File: src/rtl/if_else_dp_scheduler.sv
// if_else_dp_scheduler
// Round-robin front end that time-shares one if/else datapath between two
// job requesters. Each accepted job drives the datapath operand pins for LAT
// cycles. The combined result is then captured and held until the consumer
// takes it, and it is returned tagged with the id of the requester that issued it.
module if_else_dp_scheduler #(
    parameter int unsigned DW    = 32,
    parameter int unsigned LAT   = 2,
    parameter int unsigned CNT_W = 16
) (
    input  logic             clk,
    input  logic             reset,

    input  logic             r0_valid,
    output logic             r0_ready,
    input  logic [DW-1:0]    r0_bit,
    input  logic [DW-1:0]    r0_ref,
    input  logic [DW-1:0]    r0_ref_m,

    input  logic             r1_valid,
    output logic             r1_ready,
    input  logic [DW-1:0]    r1_bit,
    input  logic [DW-1:0]    r1_ref,
    input  logic [DW-1:0]    r1_ref_m,

    output logic [DW-1:0]    dp_input_bit,
    output logic [DW-1:0]    dp_array_ref,
    output logic [DW-1:0]    dp_array_ref_m,
    input  logic [DW-1:0]    dp_result,

    output logic             out_valid,
    input  logic             out_ready,
    output logic [DW-1:0]    out_data,
    output logic             out_id,

    output logic             busy,
    output logic [CNT_W-1:0] job_count
);

    // Wait counter only has to hold LAT-1.
    localparam int unsigned   CW       = (LAT > 1) ? $clog2(LAT) : 1;
    localparam logic [CW-1:0] CNT_LOAD = CW'(LAT - 1);

    typedef enum logic [1:0] {
        S_IDLE = 2'd0,
        S_WAIT = 2'd1,
        S_HOLD = 2'd2
    } state_t;

    state_t        state;
    state_t        state_next;

    logic          last_grant;   // id of the requester granted most recently
    logic          job_id;       // id of the job currently in flight
    logic [CW-1:0] cnt;

    logic          grant0;
    logic          grant1;
    logic          accept;
    logic          capture;
    logic          retire;

    // State register.
    always_ff @(posedge clk or negedge reset) begin
        if (!reset) begin
            state <= S_IDLE;
        end else begin
            state <= state_next;
        end
    end

    // Arbitration, next-state selection and per-edge event strobes.
    always_comb begin
        state_next = state;
        grant0     = 1'b0;
        grant1     = 1'b0;
        accept     = 1'b0;
        capture    = 1'b0;
        retire     = 1'b0;
        case (state)
            S_IDLE: begin
                if (r0_valid && r1_valid) begin
                    // On contention the requester not granted last time wins.
                    grant0 = last_grant;
                    grant1 = !last_grant;
                end else begin
                    grant0 = r0_valid;
                    grant1 = r1_valid;
                end
                accept = grant0 | grant1;
                if (accept) begin
                    state_next = S_WAIT;
                end
            end
            S_WAIT: begin
                if (cnt == '0) begin
                    capture    = 1'b1;
                    state_next = S_HOLD;
                end
            end
            S_HOLD: begin
                if (out_ready) begin
                    retire     = 1'b1;
                    state_next = S_IDLE;
                end
            end
            default: begin
                state_next = S_IDLE;
            end
        endcase
    end

    // Operand launch, latency countdown, result capture and job counting.
    always_ff @(posedge clk or negedge reset) begin
        if (!reset) begin
            dp_input_bit   <= '0;
            dp_array_ref   <= '0;
            dp_array_ref_m <= '0;
            last_grant     <= 1'b1;
            job_id         <= 1'b0;
            cnt            <= '0;
            out_valid      <= 1'b0;
            out_data       <= '0;
            out_id         <= 1'b0;
            job_count      <= '0;
        end else begin
            if (accept) begin
                if (grant1) begin
                    dp_input_bit   <= r1_bit;
                    dp_array_ref   <= r1_ref;
                    dp_array_ref_m <= r1_ref_m;
                end else begin
                    dp_input_bit   <= r0_bit;
                    dp_array_ref   <= r0_ref;
                    dp_array_ref_m <= r0_ref_m;
                end
                last_grant <= grant1;
                job_id     <= grant1;
                cnt        <= CNT_LOAD;
            end else if (state == S_WAIT && cnt != '0) begin
                cnt <= cnt - 1'b1;
            end

            if (capture) begin
                out_data  <= dp_result;
                out_id    <= job_id;
                out_valid <= 1'b1;
            end

            if (retire) begin
                out_valid <= 1'b0;
                job_count <= job_count + 1'b1;
            end
        end
    end

    assign r0_ready = (state == S_IDLE) & grant0;
    assign r1_ready = (state == S_IDLE) & grant1;
    assign busy     = (state != S_IDLE);

endmodule

File: config.mk
export PLATFORM = sky130hd
export DESIGN_NAME = if_else_dp_scheduler
export DESIGN_NICKNAME = d
export VERILOG_FILES = /design/src/rtl/if_else_dp_scheduler.sv
export SDC_FILE = /design/constraint.sdc
export NUM_CORES = 1
export LEC_CHECK = 0
export ABC_AREA = 0
export CORE_AREA = 2 2 145 147
export DETAILED_ROUTE_END_ITERATION = 6
export DIE_AREA = 0 0 147 149
export PLACE_DENSITY = 0.75
export SYNTH_ARGS = -nofsm -noshare
export SYNTH_HDL_FRONTEND = slang
export SYNTH_SLANG_ARGS = --single-unit
File: constraint.sdc
create_clock -name clk -period 1.76 [get_ports clk]
set_clock_uncertainty 0.05 [all_clocks]
set_input_delay 0.176 -clock clk [delete_from_list [all_inputs] [get_ports clk]]
set_output_delay 0.176 -clock clk [all_outputs]
set_load 0.01 [all_outputs]
# --- After elaboration in Yosys (flattened, before gate mapping) ---
# Cells that the tools add are included.
op_classes:
  eq_ne: 5
  n_div: 0
  n_mul: 0
  mux: 22
  magnitude_cmp: 0
  bitwise_logic: 3
  addsub: 2
  n_reduce_logical: 8
  shift: 0
op_table:
  columns: ["op", "count"]
  rows:
  - ["2-to-1 mux 32 bit", 3]
  - ["adder 16 x 1 -> 16 bit, second input constant", 1]
  - ["2-to-1 mux 1 bit", 15]
  - ["2-to-1 mux 2 bit", 3]
  - ["inequality test 2 bit, second input constant", 3]
  - ["one-hot mux 2 bit (3 select lines)", 1]
  - ["nonzero test 2 bit", 3]
  - ["AND reduction 3 bit", 1]
  - ["bitwise AND 1 bit", 2]
  - ["== test 2 x 1 -> 1 bit, second input constant", 1]
  - ["== test 2 bit, second input constant", 1]
  - ["logical AND 1 bit", 2]
  - ["zero test 2 bit", 1]
  - ["zero test 1 bit", 1]
  - ["OR 1 bit", 1]
  - ["subtractor 1 bit, second input constant", 1]
word_totals:
  elab_cells: 51
  latch_bits: 0
  memories: 0
  romBits: 0
  inputBits: 229
  reg_bits: 151
  output_inout_bits: 149
  ram_bits: 0

# --- Longest topological paths before layout ---
logic_depth:
  word_depth: 6
  depth_mapped: 6
  depth_no_buf: 5

# --- Worst setup path after synthesis ---
# OpenSTA, ideal clock, no wires.
synth_timing:
  path_type: "register to register"
  startpoint: "register state[1]"
  endpoint: "register out_data[10]"
  required_time_ns: 1.585
  arrival_ns: 1.428
  path_slack_ns: 0.157
  period_less_slack_ns: 1.603
  n_path_buf: 1
  path_stages_with_launch: 5
  setup_time_ns: 0.125
  path_cell_list: "dfrtp_1 > nand2b_1 > nor2_2 > buf_6 > mux2_2"
synth_via:
  elab_chain_cells: 2
synth_lines:
  columns: ["element", "line", "text"]
  rows:
  - ["from (decl)", "50", "state_t state;"]
  - ["from (signal assigned)", "68", "state <= state_next;"]
  - ["== test 2 x 1 -> 1 bit", "80", "case (state)"]
  - ["2-to-1 mux 1 bit", "80", null]
  - ["to (signal assigned)", "145", "out_data <= dp_result;"]
  - ["to (decl)", "33", "output logic [DW-1:0] out_data,"]
# No other way between the ends.
# A chain may end at the register's enable or synchronous reset.

# --- Worst setup path in the final report ---
layout_timing:
  startpoint: "register state[1]"
  endpoint: "output port r1_ready"
layout_via:
  elab_chain_cells: 3
layout_lines:
  columns: ["element", "line", "text"]
  rows:
  - ["zero test 2 bit *", "80, 158", null]
  - ["2-to-1 mux 1 bit", "80", null]
  - ["bitwise AND 1 bit *", "158", "assign r1_ready = (state == S_IDLE) & grant1;"]
  - ["to (decl)", "21", "output logic r1_ready,"]
# Mark *: on every way between the ends. The rest lies on a longest branch, timed or not.

==> run summary <==
Before antenna repair, the detailed router went through 4 iterations. The vias per cell was 4.77. The die boundary height is 149 um. The number of instances in the synthesized netlist is 477, and the achievable clock frequency is 0.588 GHz. The number of top-level pins came out at 378. Worst-margin pin slew: 0.413 ns.

The tools report the worst-case vdd ir drop as 0.663 mV. The detail route stage leaves a number of antenna-violating nets equal to 0. The die is 147 um wide. The max-slew violation count came out at 0. The logs give 203 for the DRC marker count from the first detailed-route iteration and 1,127 for the cell total after placement. For this run, the number of standard cells in the final layout without fillers is 1,161. Dominant cell type by area after synthesis: sky130_fd_sc_hd__dfrtp_1. The run gives 0.464 as the combinational fraction of design power. From synthesis to final layout, the design area changed by 77.2%. The clock tree synthesis step divided the H-tree into 4 levels.

Overall global routing resource usage: 0.185. The Yosys step of the flow raised 0 warnings. The number of synthesized register bits was 151; the length of routed met2 wiring was 10,400 um.

The share of synthesized flip-flops with an asynchronous set or reset is 1.00. The run finished with clean final reports. Reported max-cap violation count: 0. The pin count of the biggest net entering global routing came out at 52. The highest metal layer carrying signal wires in the routed design is met4. The tools report the initial antenna violation count as 0. STA classifies the critical path endpoint as an output port. The synthesized design contains 0 enable-type register cells. The tree is rooted in a sky130_fd_sc_hd__clkbuf_16.

The run gives 12,600 uW as the internal power consumption. The highest net fanout along the worst path is 3. The logs give 15,500 um for the HPWL reported at the end of detailed placement and 0.0586 ns for the smallest setup slack after layout. For the area of the core, the log shows 20,600 um2. The logs give 0.331 for the part of the total power dissipated in sequential elements and 0.802 for the routability congestion estimate.

STA puts the critical path data arrival time at 1.48 ns. The critical path class is reg2out. The worst min-delay path category was in2async. The setup check on the worst reg-to-reg path leaves a slack of 0.08 ns. The worst setup path is launched from a flop. The power per cell area was 1630 nW/um2. Clock tree synthesis found a total of 151 sinks. Counting distinct cell types in the post-synthesis netlist gives 33.

Top-area cell type share of the netlist area: 0.589. In this run, CTS created clock tree buffers numbering 17. The sequential element share of the synthesized area was 0.593. Sorting the synthesized cells by area gives the leading types as sky130_fd_sc_hd__dfrtp_1 59%, sky130_fd_sc_hd__a221o_1 15%, sky130_fd_sc_hd__and2_1 9.1%. The final layout contains 1,103 nets.

The run gives 0.550 as the utilization after layout. In this run the power spent charging and discharging nets is 5810 uW. Setup repair after global routing left no endpoint under its margin. The portion of the clock cycle consumed by the worst path in the final layout was 0.967; the final critical-path required period was 1.70 ns. For the headroom to the max-slew limit, the log shows 0.724. The most used flip-flop cell after synthesis is sky130_fd_sc_hd__dfrtp_1. The later-pin clock latency in the skew report came out at 0.41 ns. For the number of global-route vias before repair, the log shows 5,615. The number of nets in the synthesized netlist is 707. The routed layout has 5,533 vias. TritonCTS built the clock tree.

The repair_antennas step left the layout with diodes totalling 0. Ratio of cells with drive above 1 in the final layout: 0.126. The logs give 0.00475 uW for the leakage power total and 20,800 um for the final wirelength.

The global route total overflow is 0. For this block, wires on met1 add up to 8560 um. After synthesis the cells add up to 6370 um2. The clock passes through at most 2 buffers. Initial standard-cell utilization of the core: 0.310. During placement, the flow inserted port buffers numbering 377. A synthesized cell averages 13.4 um2.

Setup violations remaining at the end of the flow were counted as 0. The count of endpoints failing hold in the final timing report came out at 0. The switching part of the total power works out to 0.316.

The tools report the global-route wire length before repair as 31,300 um. The DRC violations left is 0. The detailed-route wire length per cell is 17.9 um, and the critical path data required time is 1.53 ns. Relative contribution of the clock network to total power: 0.206.

The routed design uses 1380 um of met3 wire. Clock-pin slew was measured on the worst setup and hold paths at 0.06 ns. The number of cell rows was 53.

The tools report the worst slack at placement as -0.197 ns. The floorplan die area is 21,900 um2, and the number of filler instances in the final layout is 1,758.
## cells in the final DEF, fill, tap and decap left out, drive strengths merged, types with 2 or more instances in the layout
cell and count:
nand2 13, and2 93, clkinv 6, clkbuf 21
and4 2, nand4 2, nand3 4, nor2 6
xor2 4, buf 35, nor3 2, mux2 34
o21ai 7, a21o 2, a21oi 2, clkdlybuf4s50 373
bufinv 3, a221o 93, xnor2 11, o22ai 4
inv 7, dfrtp 150
## per-stage QoR
stage                     power [uW]  instance area, um2  TNS [ns]  hold slack [ns]
after global placement         14600               10700    -15.74           0.0733
final                          18400               11300         0            0.199
after floorplan                 9770                6370         0           -0.170
after global routing           19400               11300         0            0.213
after detailed placement       14700               10700    -15.12           0.0773
after CTS                      18600               11300         0            0.205
## area by class of cell
cell class | instances | area (um2) | area share
Clock buffer | 21 | 460 | 0.0408
Clock inverter | 11 | 148 | 0.0131
Inverter | 6 | 22.5 | 0.00199
Multi-Input combinational cell | 286 | 2380 | 0.210
Sequential cell | 151 | 3780 | 0.335
Tap cell | 275 | 344 | 0.0305
Timing Repair Buffer | 411 | 4170 | 0.369
## sequential cells by signal, summed over array words and instances (netlist names)
name	flops
state	2
dp_array_ref	32
out_valid	1
cnt	1
dp_input_bit	32
dp_array_ref_m	32
out_data	32
last_grant	1
job_id	1
job_count	16
out_id	1
## cells by family after synthesis
kind of cell    share of synthesized area
fa+ha+maj                         0.00196
flops                               0.593
xor+xnor                           0.0206
buf+inv                            0.0393
compound gates                      0.162
mux                                0.0601
simple gates                        0.124
## Yosys cell counts, types with 6 or more instances
master                     count
sky130_fd_sc_hd__clkbuf_1     11
sky130_fd_sc_hd__xnor2_1      11
sky130_fd_sc_hd__mux2_2       34
sky130_fd_sc_hd__nand2_1      13
sky130_fd_sc_hd__buf_6        11
sky130_fd_sc_hd__inv_1         6
sky130_fd_sc_hd__a221o_1      93
sky130_fd_sc_hd__dfrtp_1     150
sky130_fd_sc_hd__and2_1       93
sky130_fd_sc_hd__buf_2        11
## repair_timing
item / 4_1_cts / 5_1_grt
hold buffers: 1 / 0
pin swaps: 1 / 2
gates resized for setup: 8 / 3
buffers inserted: 1 / 0
hold endpoints to repair: 38 / 0
setup endpoints to repair: 3 / 6
## critical path: stages (launching register included)
cell and delay [ns]:
sky130_fd_sc_hd__dfrtp_1 0.41, sky130_fd_sc_hd__buf_4 0.16, sky130_fd_sc_hd__nor3_4 0.24, sky130_fd_sc_hd__clkdlybuf4s15_2 0.26
## metal layers
metal,global-route usage,vias to the layer above
li1,-,2571
met1,0.232,2708
met2,0.308,230
met3,0.0541,24
met4,0.0611,0
met5,0,-
## worst paths after layout
kind,start,to,cells after the start
setup / recovery,state[1],r1_ready,3
max in group asynchronous,reset,dp_array_ref_m[8],3
hold reg to reg,job_count[15],job_count[15],1
min in group clk,dp_result[22],out_data[22],2
setup reg to reg,last_grant,dp_array_ref[6],6
hold / removal,reset,out_data[18],2
## power by group through the flow
stage	Combinational (uW)	Clock [uW]	Sequential [uW]
2_1_floorplan	3090	0	6680
3_3_place_gp	8510	0	6070
3_5_place_dp	8660	0	6070
4_1_cts	8660	3880	6080
5_1_grt	9100	4030	6270
6_report	8520	3780	6080
Note: power is estimated with default switching activity, not from simulation.
